===== src/rtl/prio_code_decoder_pkg.sv =====
// Shared definitions for the priority-code decoder.
//   state_t        : FSM states of the qualifier/handshake machine
//   CNT_W          : width of the stability counter
//   STABLE_MIN/MAX : legal range for the STABLE_CYCLES parameter
//   stable_cycles_ok() : range check used at elaboration
package prio_code_decoder_pkg;

  typedef enum logic [1:0] {
    IDLE     = 2'd0,
    QUAL     = 2'd1,
    HOLD     = 2'd2,
    WAIT_REL = 2'd3
  } state_t;

  localparam int CNT_W      = 4;
  localparam int STABLE_MIN = 2;
  // The counter must be able to reach STABLE_CYCLES.
  localparam int STABLE_MAX = (1 << CNT_W) - 1;

  function automatic bit stable_cycles_ok(input int n);
    return (n >= STABLE_MIN) && (n <= STABLE_MAX);
  endfunction

endpackage


===== src/rtl/dec_bin2onehot_bar.sv =====
// Combinational binary to active-low one-hot decoder.
//   bin        : binary index, WIDTH_IN bits
//   onehot_bar : WIDTH_OUT bits, bit 'bin' low, all others high
module dec_bin2onehot_bar #(
  parameter int WIDTH_IN  = 3,
  parameter int WIDTH_OUT = 8
) (
  input  logic [WIDTH_IN-1:0]  bin,
  output logic [WIDTH_OUT-1:0] onehot_bar
);

  for (genvar gi = 0; gi < WIDTH_OUT; gi++) begin : g_bit
    assign onehot_bar[gi] = (bin != WIDTH_IN'(gi));
  end

endmodule


===== src/rtl/prio_code_decoder.sv =====
// Receiving end of an active-low 8-to-3 priority encoder. The encoder code
// is sampled, qualified for STABLE_CYCLES identical valid samples, decoded
// to an active-low one-hot word and offered once per assertion through a
// VLD/RDY handshake.
//   CLK     : clock, rising edge
//   RST_bar : asynchronous active-low reset
//   EN_bar  : active-low enable; high invalidates the sample
//   GS_bar  : active-low group select; low means Y_bar is valid
//   Y_bar   : active-low encoded priority (code = ~Y_bar)
//   RDY     : consumer ready, honoured only while VLD=1
//   VLD     : D_bar holds a qualified request
//   D_bar   : decoded request, active-low one-hot
//   OVR     : sticky overrun, a different valid code arrived while holding
module prio_code_decoder
  import prio_code_decoder_pkg::*;
#(
  parameter int WIDTH_IN      = 3,
  parameter int WIDTH_OUT     = 8,
  parameter int STABLE_CYCLES = 2
) (
  input  logic                 CLK,
  input  logic                 RST_bar,
  input  logic                 EN_bar,
  input  logic                 GS_bar,
  input  logic [WIDTH_IN-1:0]  Y_bar,
  input  logic                 RDY,
  output logic                 VLD,
  output logic [WIDTH_OUT-1:0] D_bar,
  output logic                 OVR
);

  if (!stable_cycles_ok(STABLE_CYCLES)) begin : g_bad_stable
    $error("prio_code_decoder: STABLE_CYCLES out of range");
  end
  if (WIDTH_OUT != (1 << WIDTH_IN)) begin : g_bad_width
    $error("prio_code_decoder: WIDTH_OUT must equal 2**WIDTH_IN");
  end

  localparam logic [CNT_W-1:0] CNT_TARGET = CNT_W'(STABLE_CYCLES);
  localparam logic [CNT_W-1:0] CNT_ONE    = CNT_W'(1);

  // Input sample stage
  logic                 samp_valid_reg;
  logic [WIDTH_IN-1:0]  samp_code_reg;

  // FSM state and datapath
  state_t               state_reg, state_next;
  logic [CNT_W-1:0]     cnt_reg, cnt_next;
  logic [WIDTH_IN-1:0]  cand_reg, cand_next;
  logic                 vld_reg, vld_next;
  logic [WIDTH_OUT-1:0] d_bar_reg, d_bar_next;
  logic                 ovr_reg, ovr_next;

  logic [WIDTH_OUT-1:0] cand_onehot_bar;
  logic [CNT_W-1:0]     cnt_plus1;
  logic                 handshake;

  dec_bin2onehot_bar #(
    .WIDTH_IN  (WIDTH_IN),
    .WIDTH_OUT (WIDTH_OUT)
  ) u_dec (
    .bin        (cand_reg),
    .onehot_bar (cand_onehot_bar)
  );

  assign cnt_plus1 = cnt_reg + CNT_ONE;
  // vld_reg is only ever set in HOLD, so RDY outside HOLD has no effect.
  assign handshake = vld_reg & RDY;

  always_ff @(posedge CLK or negedge RST_bar) begin
    if (!RST_bar) begin
      samp_valid_reg <= 1'b0;
      samp_code_reg  <= '0;
    end else begin
      samp_valid_reg <= ~EN_bar & ~GS_bar;
      samp_code_reg  <= ~Y_bar;
    end
  end

  always_ff @(posedge CLK or negedge RST_bar) begin
    if (!RST_bar) begin
      state_reg <= IDLE;
      cnt_reg   <= '0;
      cand_reg  <= '0;
      vld_reg   <= 1'b0;
      d_bar_reg <= '1;
      ovr_reg   <= 1'b0;
    end else begin
      state_reg <= state_next;
      cnt_reg   <= cnt_next;
      cand_reg  <= cand_next;
      vld_reg   <= vld_next;
      d_bar_reg <= d_bar_next;
      ovr_reg   <= ovr_next;
    end
  end

  always_comb begin
    state_next = state_reg;
    cnt_next   = cnt_reg;
    cand_next  = cand_reg;
    vld_next   = vld_reg;
    d_bar_next = d_bar_reg;
    ovr_next   = ovr_reg;

    unique case (state_reg)
      IDLE: begin
        if (samp_valid_reg) begin
          state_next = QUAL;
          cnt_next   = CNT_ONE;
          cand_next  = samp_code_reg;
        end
      end

      QUAL: begin
        if (!samp_valid_reg) begin
          state_next = IDLE;
          cnt_next   = '0;
        end else if (samp_code_reg != cand_reg) begin
          cnt_next  = CNT_ONE;
          cand_next = samp_code_reg;
        end else begin
          cnt_next = cnt_plus1;
          if (cnt_plus1 == CNT_TARGET) begin
            // cand_reg equals the sample here, so its decode is the report.
            state_next = HOLD;
            vld_next   = 1'b1;
            d_bar_next = cand_onehot_bar;
          end
        end
      end

      HOLD: begin
        if (handshake) begin
          // Clearing OVR wins over a same-edge set; a differing code is
          // not lost because it is re-qualified from QUAL.
          vld_next   = 1'b0;
          d_bar_next = '1;
          ovr_next   = 1'b0;
          if (!samp_valid_reg) begin
            state_next = IDLE;
            cnt_next   = '0;
          end else if (samp_code_reg == cand_reg) begin
            state_next = WAIT_REL;
          end else begin
            state_next = QUAL;
            cnt_next   = CNT_ONE;
            cand_next  = samp_code_reg;
          end
        end else if (samp_valid_reg && (samp_code_reg != cand_reg)) begin
          ovr_next = 1'b1;
        end
      end

      WAIT_REL: begin
        // Suppress re-reporting while the same request stays asserted.
        if (!samp_valid_reg) begin
          state_next = IDLE;
          cnt_next   = '0;
        end else if (samp_code_reg != cand_reg) begin
          state_next = QUAL;
          cnt_next   = CNT_ONE;
          cand_next  = samp_code_reg;
        end
      end

      default: begin
        state_next = IDLE;
      end
    endcase
  end

  assign VLD   = vld_reg;
  assign D_bar = d_bar_reg;
  assign OVR   = ovr_reg;

endmodule

===== config.mk =====
export PLATFORM = sky130hd
export DESIGN_NAME = prio_code_decoder
export DESIGN_NICKNAME = d
export VERILOG_FILES = /design/src/rtl/prio_code_decoder_pkg.sv /design/src/rtl/dec_bin2onehot_bar.sv /design/src/rtl/prio_code_decoder.sv
export SDC_FILE = /design/constraint.sdc
export NUM_CORES = 1
export LEC_CHECK = 0
export CAP_MARGIN = 20
export CORE_UTILIZATION = 40
export CTS_CLUSTER_DIAMETER = 150
export DETAILED_ROUTE_END_ITERATION = 8
export SLEW_MARGIN = 20
export SYNTH_ARGS = -nofsm -noshare
export SYNTH_HDL_FRONTEND = slang
export SYNTH_SLANG_ARGS = --single-unit

===== constraint.sdc =====
create_clock -name CLK -period 1.6 [get_ports CLK]
set_input_delay 0.24 -clock CLK [delete_from_list [all_inputs] [get_ports CLK]]
set_output_delay 0.24 -clock CLK [all_outputs]
set_load 0.01 [all_outputs]

* Yosys cells after proc, flatten, opt, wreduce, memory -nomap -nowiden
Index checks and enable logic that the tools add are counted.
** Word-level totals
- Output and inout bits :: 10
- Bits in latches :: 0
- Bits in read-only memories :: 0
- Input bits :: 8
- Memories :: 0
- Word-level logic and storage cells :: 89
- RAM bits :: 0
- Register bits after elaboration :: 23
** Cells by class
- Equality and inequality tests :: 26
- $add $sub $neg :: 1
- Shift operators :: 0
- Magnitude comparators :: 0
- Reductions and logical operators :: 11
- $mul :: 0
- Mux-type cells :: 38
- Bitwise operators :: 5
- Divide/modulo/power cells :: 0
** Operators with widths (number)
- $mux W4 :: 8
- $mux W8 :: 4
- $ne A3 B3 Y1 const B :: 8
- $mux W2 :: 9
- $mux W3 :: 6
- $pmux W4 S4 :: 1
- $pmux W8 S2 :: 1
- $ne A2 B2 Y1 const B :: 7
- $reduce_and A5 Y1 :: 2
- $pmux W3 S3 :: 1
- $pmux W2 S4 :: 1
- $mux W1 :: 6
- $ne A3 B2 Y1 const B :: 2
- $reduce_and A6 Y1 :: 1
- $add A4 B1 Y4 const B :: 1
- $eq A2 B2 Y1 const B :: 2
- $eq A4 B2 Y1 const B :: 1
- $ne A2 B1 Y1 const B :: 2
- $reduce_and A4 Y1 :: 1
- $reduce_bool A2 Y1 :: 2
- $eq A3 B3 Y1 :: 1
- $ne A3 B1 Y1 const B :: 1
- $ne A3 B3 Y1 :: 1
- $not A3 Y3 :: 1
- other kinds (9) :: 11

* Longest topological paths before layout
- Word-level depth :: 6
- Mapped depth :: 7
- Gate-level depth less buffers :: 6

* Hierarchy
From an unflattened synthesis, not the netlist that was laid out.
** Second synthesis, totals
- Cell total of the unflattened synthesis :: 107
- Area total of the unflattened synthesis :: 1192.4 um^2
** By module, submodules not included
- prio_code_decoder :: seq. area each 585.6 um^2, area an instance 1132.3 um^2, cells an instance 99, times used 1
- dec_bin2onehot_bar :: seq. area each 0.0 um^2, area an instance 60.1 um^2, cells an instance 8, times used 1

* Least setup slack after synthesis
OpenSTA, ideal clock, no wires.
- Kind :: reg2reg
- From :: register cnt_reg[0]
- To :: register d_bar_reg[0], in the netlist D_bar[0]
- Period minus slack after synthesis :: 1.762 ns
- Required time :: 1.525 ns
- Buffers on the path :: 1
- Data arrival time :: 1.687 ns
- Path slack :: -0.162 ns
- Stages on the path, launching flop included :: 7
- Setup time :: 0.075 ns
- Cell sequence :: dfrtp_1 -> ha_1 -> or4b_4 -> o31ai_4 -> nand4_2 -> buf_6 -> mux2i_1
** On the way
- Word-level cells in the longest chain between the ends :: 4
** Ends and longest elaborated chain
- start: declaration :: RTL line prio_code_decoder.sv:48 : logic [CNT_W-1:0] cnt_reg, cnt_next;
- start signal: assignment :: RTL line prio_code_decoder.sv:90 : cnt_reg <= cnt_next;
- $add A4 B1 Y4 :: RTL line prio_code_decoder.sv:66 : assign cnt_plus1 = cnt_reg + CNT_ONE;
- $eq A4 B2 Y1 :: RTL line prio_code_decoder.sv:124 : if (cnt_plus1 == CNT_TARGET) begin
- $ne A2 B2 Y1 (no source line)
- $reduce_and A5 Y1 (no source line)
- end signal: assignment :: RTL line prio_code_decoder.sv:93 : d_bar_reg <= d_bar_next;
- end: declaration :: RTL line prio_code_decoder.sv:51 : logic [WIDTH_OUT-1:0] d_bar_reg, d_bar_next;
Every way passes these cells.
A chain may end at the register's enable or synchronous reset.

* Worst setup path after layout
Same ends and word-level chain as after synthesis.

==> impl_results.md <==
- CTS Buf Count: 3
- R2R cell count: 6
- Final setup skew: 0.003949 ns
- Fraction of layout cells with a size suffix above 1: roughly 30%
- Crit-path max FO: 9
- Max reg flops: 8
- Antenna violations before repair: 0
- Mean post-synth cell area: around 10 um^2
- Cell Area, Synth: between 1000 and 1500 um^2
- Crit-path max cell delay: about 0.5 ns
- Largest net degree at the start of global routing: 24
- Clock Sink Count: 23
- Register bit total from synthesis: 23
- Die ar.: approximately 3300 um^2
- Die height: 57.34 um
- Slack of the critical path: -0.1189 ns
- Total global routing overflow: 0
- Critical Path AT: roughly 2.0 ns
- CP startpoint kind: flop
- Clock slew at reported path FFs: ~0.13 ns
- Routed Wire Length: about 2.4 mm
- FF-to-FF Start: cnt_reg[0]
- Pre-CTS WS: -0.1177 ns
- FMAX: 581.8 MHz
- Root Buffer: clkbuf_4
- CTS tree: done
- Buf+Inv Stages, Crit Path: 1
- Final critical-path share of the clock period: 107.4%
- Vias per cell: ~5.2
- Routed WL per cell: between 10 and 15 um
- Area grow syn2layout: 32.07%
- Reg-to-Reg End: D_bar[0]
- Yosys warns: 0
- Simple-Gate Fraction of Synth Area: approximately a fifth
- Iter 0 DRT Violations: 21
- Mapped Nets: ~130
- Crit-path cells: ha_2 -> or4b_4 -> o31ai_4 -> nand4_2 -> buf_6 -> mux2i_1
- Min cycle time layout: roughly 1.7 ns
- Register area share after synthesis: between 40% and 50%
- Max Slew Vio Count: 0
- Clk Latency, worst-skew pair: 0.31 ns
- Max-capacitance violation count: 0
- Hold Path Class: primary input to async pin
- Synth Area in XOR/XNOR: between 2 and 2.5%
- Design area: between 1500 and 2000 um^2
- Gpl congestion: 0.7559
- RSZ-0062 raised after global routing: true
- Synth unique cells: 38
- Placeable core region: roughly 2800 um^2
- Routed via count: ~950
- Primary FF master, synth: dfrtp_1
- FF/Latch Area: 585.6 um^2
- Worst Setup End Kind: flop
- Area share of fa/ha/maj cells after synthesis: 2.043%
- GRT Total Usage: 16.54%
- PortBufs: 17
- EDFF count, synth: 0
- Final count of negative-setup-slack endpoints: 9
- Final hold viol count: 0
- Initial Utilization: 43.30%
- Nets: between 150 and 200
- Placed cell area: about 1500 um^2
- First-pass DRT Iterations: 6
- Worst IR Drop VDD: 0.5857 mV
- First-pass GRT wire length: approximately 4.2 mm
- Synth Instances: about 120
- CTS Buffer Depth: 2
- Mux cell area share after synthesis: between 10% and 20%
- Cell row count: 19
- Die W: approximately 57 um
- P per Cell Area: between 800 and 900 nW/um^2
- Drt drc: 1
- Ant diodes: 0
- # hold bufs at CTS: 0
- R2R Setup Slk: -0.12 ns
- # fillers: 259
- Static Leakage: 0.7768 nW
- Worst slew pin tran: roughly 0.43 ns
- Hpwl dp: roughly 1.7 mm
- Largest family of logic cells by synthesized area: simple AND/OR/NAND/NOR gates
- CTS HTree Levels: 1
- Remaining antenna violation count: 0
- Failing checks: design-rule violations, negative setup slack
- FFs w/ async S/R, synth: 100.0%
- I/O pins: 18
- Cell family with most CP delay: simple AND/OR/NAND/NOR gates
- Worst Path Required: about 1.8 ns
- Vias in the first global route: ~940
- Crit-path slowest cell: or4b_4
- Multi-input combinational cell area: 614.3 um^2
- Status: finished with violations
- Compound-Gate Fraction of Synth Area: between 10% and 20%
- Tot Pwr: 0.001435 W
- CP Class: flop to flop
- Slew margin rel.: 71.47%
[power breakdown]
part           internal (W)  switching [W]
Combinational      0.000260       0.000211
Sequential         0.000651      0.0000469
Clock             0.0000933       0.000172
Total               0.00100       0.000430
[kinds of logic (layout without fill, tap and decap cells)]
logic type               count (synthesis)  in the layout
buffers and inverters                   16             50
multiplexers                            12             12
XOR/XNOR                                 3              3
AO/OA/AOI/OAI                           17             17
adder cells (fa/ha/maj)                  2              2
flip-flops                              23             23
AND/OR/NAND/NOR                         46             46
[worst max path at each step]
stage | startpoint | to | slack (ns) | cells after the start
final | cnt_reg[0] | D_bar[0] | -0.12 | 6
after global routing | cnt_reg[1] | D_bar[1] | -0.22 | 7
after CTS | cnt_reg[0] | D_bar[1] | -0.13 | 6
after detailed placement | cnt_reg[0] | D_bar[1] | -0.12 | 6
after global placement | cnt_reg[0] | D_bar[4] | -0.1 | 6
after floorplan | cnt_reg[0] | D_bar[0] | -0.06 | 6
[Yosys cell counts (2+ instances only)]
cell / count / area [um^2]
nor3_1: 2 / 10.01
nor3b_1: 4 / 30.03
dfstp_2: 8 / 210.2
nand3_1: 3 / 15.01
mux2i_1: 9 / 90.09
xnor2_1: 3 / 26.28
a21oi_1: 2 / 10.01
ha_1: 2 / 25.02
nand2_1: 10 / 37.54
mux2_2: 3 / 33.78
a31oi_1: 2 / 12.51
o21ai_0: 3 / 15.01
and3_1: 2 / 12.51
nor2_1: 14 / 52.55
buf_2: 5 / 25.02
nor2b_1: 3 / 18.77
and3b_1: 2 / 17.52
dfrtp_1: 15 / 375.4
inv_1: 8 / 30.03
[cells in the final DEF (no fill, tap or decap), types with 2 or more instances in the layout]
cell type,count
and3b_1,2
dfrtp_1,15
o21ai_0,3
mux2i_1,9
buf_4,20
a31oi_1,2
ha_2,2
nor2_1,14
xnor2_2,3
mux2_2,3
dfstp_2,8
nor3_1,2
and3_1,2
dlygate4sd2_1,8
nor3b_1,4
a21oi_1,2
nor2b_1,3
nand3_1,2
clkdlybuf4s50_1,9
inv_1,8
clkbuf_4,3
nand2_1,10
[layout make-up]
cell class	instances	area share (%)
multi-input combinational	80	37.97
sequential	23	36.19
timing repair buffer	38	19.88
tap	31	2.398
inverter	8	1.856
clock buffer	3	1.392
clock inverter	1	0.3094
[repair_timing]
| item | CTS | global route |
|---|---|---|
| setup buffers | 0 | 2 |
| pin swaps | 0 | 2 |
| gates resized for setup | 9 | 7 |
| gates cloned | 0 | 0 |
| setup endpoints to repair | 17 | 16 |
[per-layer routing]
layer	part of all wire (%)	vias up	track usage [%]
met1	50	461	21.54
met3	2.9	2	2.041
met2	47	15	27.74
met5	0	-	0
li1	-	476	-
met4	0.68	0	6.969
[stage by stage]
stage / TNS (ns) / utilization [%] / std cells / hold slack [ns]
final: -0.9064 / 57.19 / 184 / 0.2694
after global routing: -1.706 / 57.19 / 184 / 0.2778
after CTS: -0.9873 / 55.29 / 183 / 0.2707
after detailed placement: -0.9552 / 54.53 / 179 / 0.4889
after global placement: -0.6949 / 54.53 / 179 / 0.4881
after floorplan: -0.4818 / - / 119 / -0.05559
No activity file was read; power rests on OpenSTA's default activity.
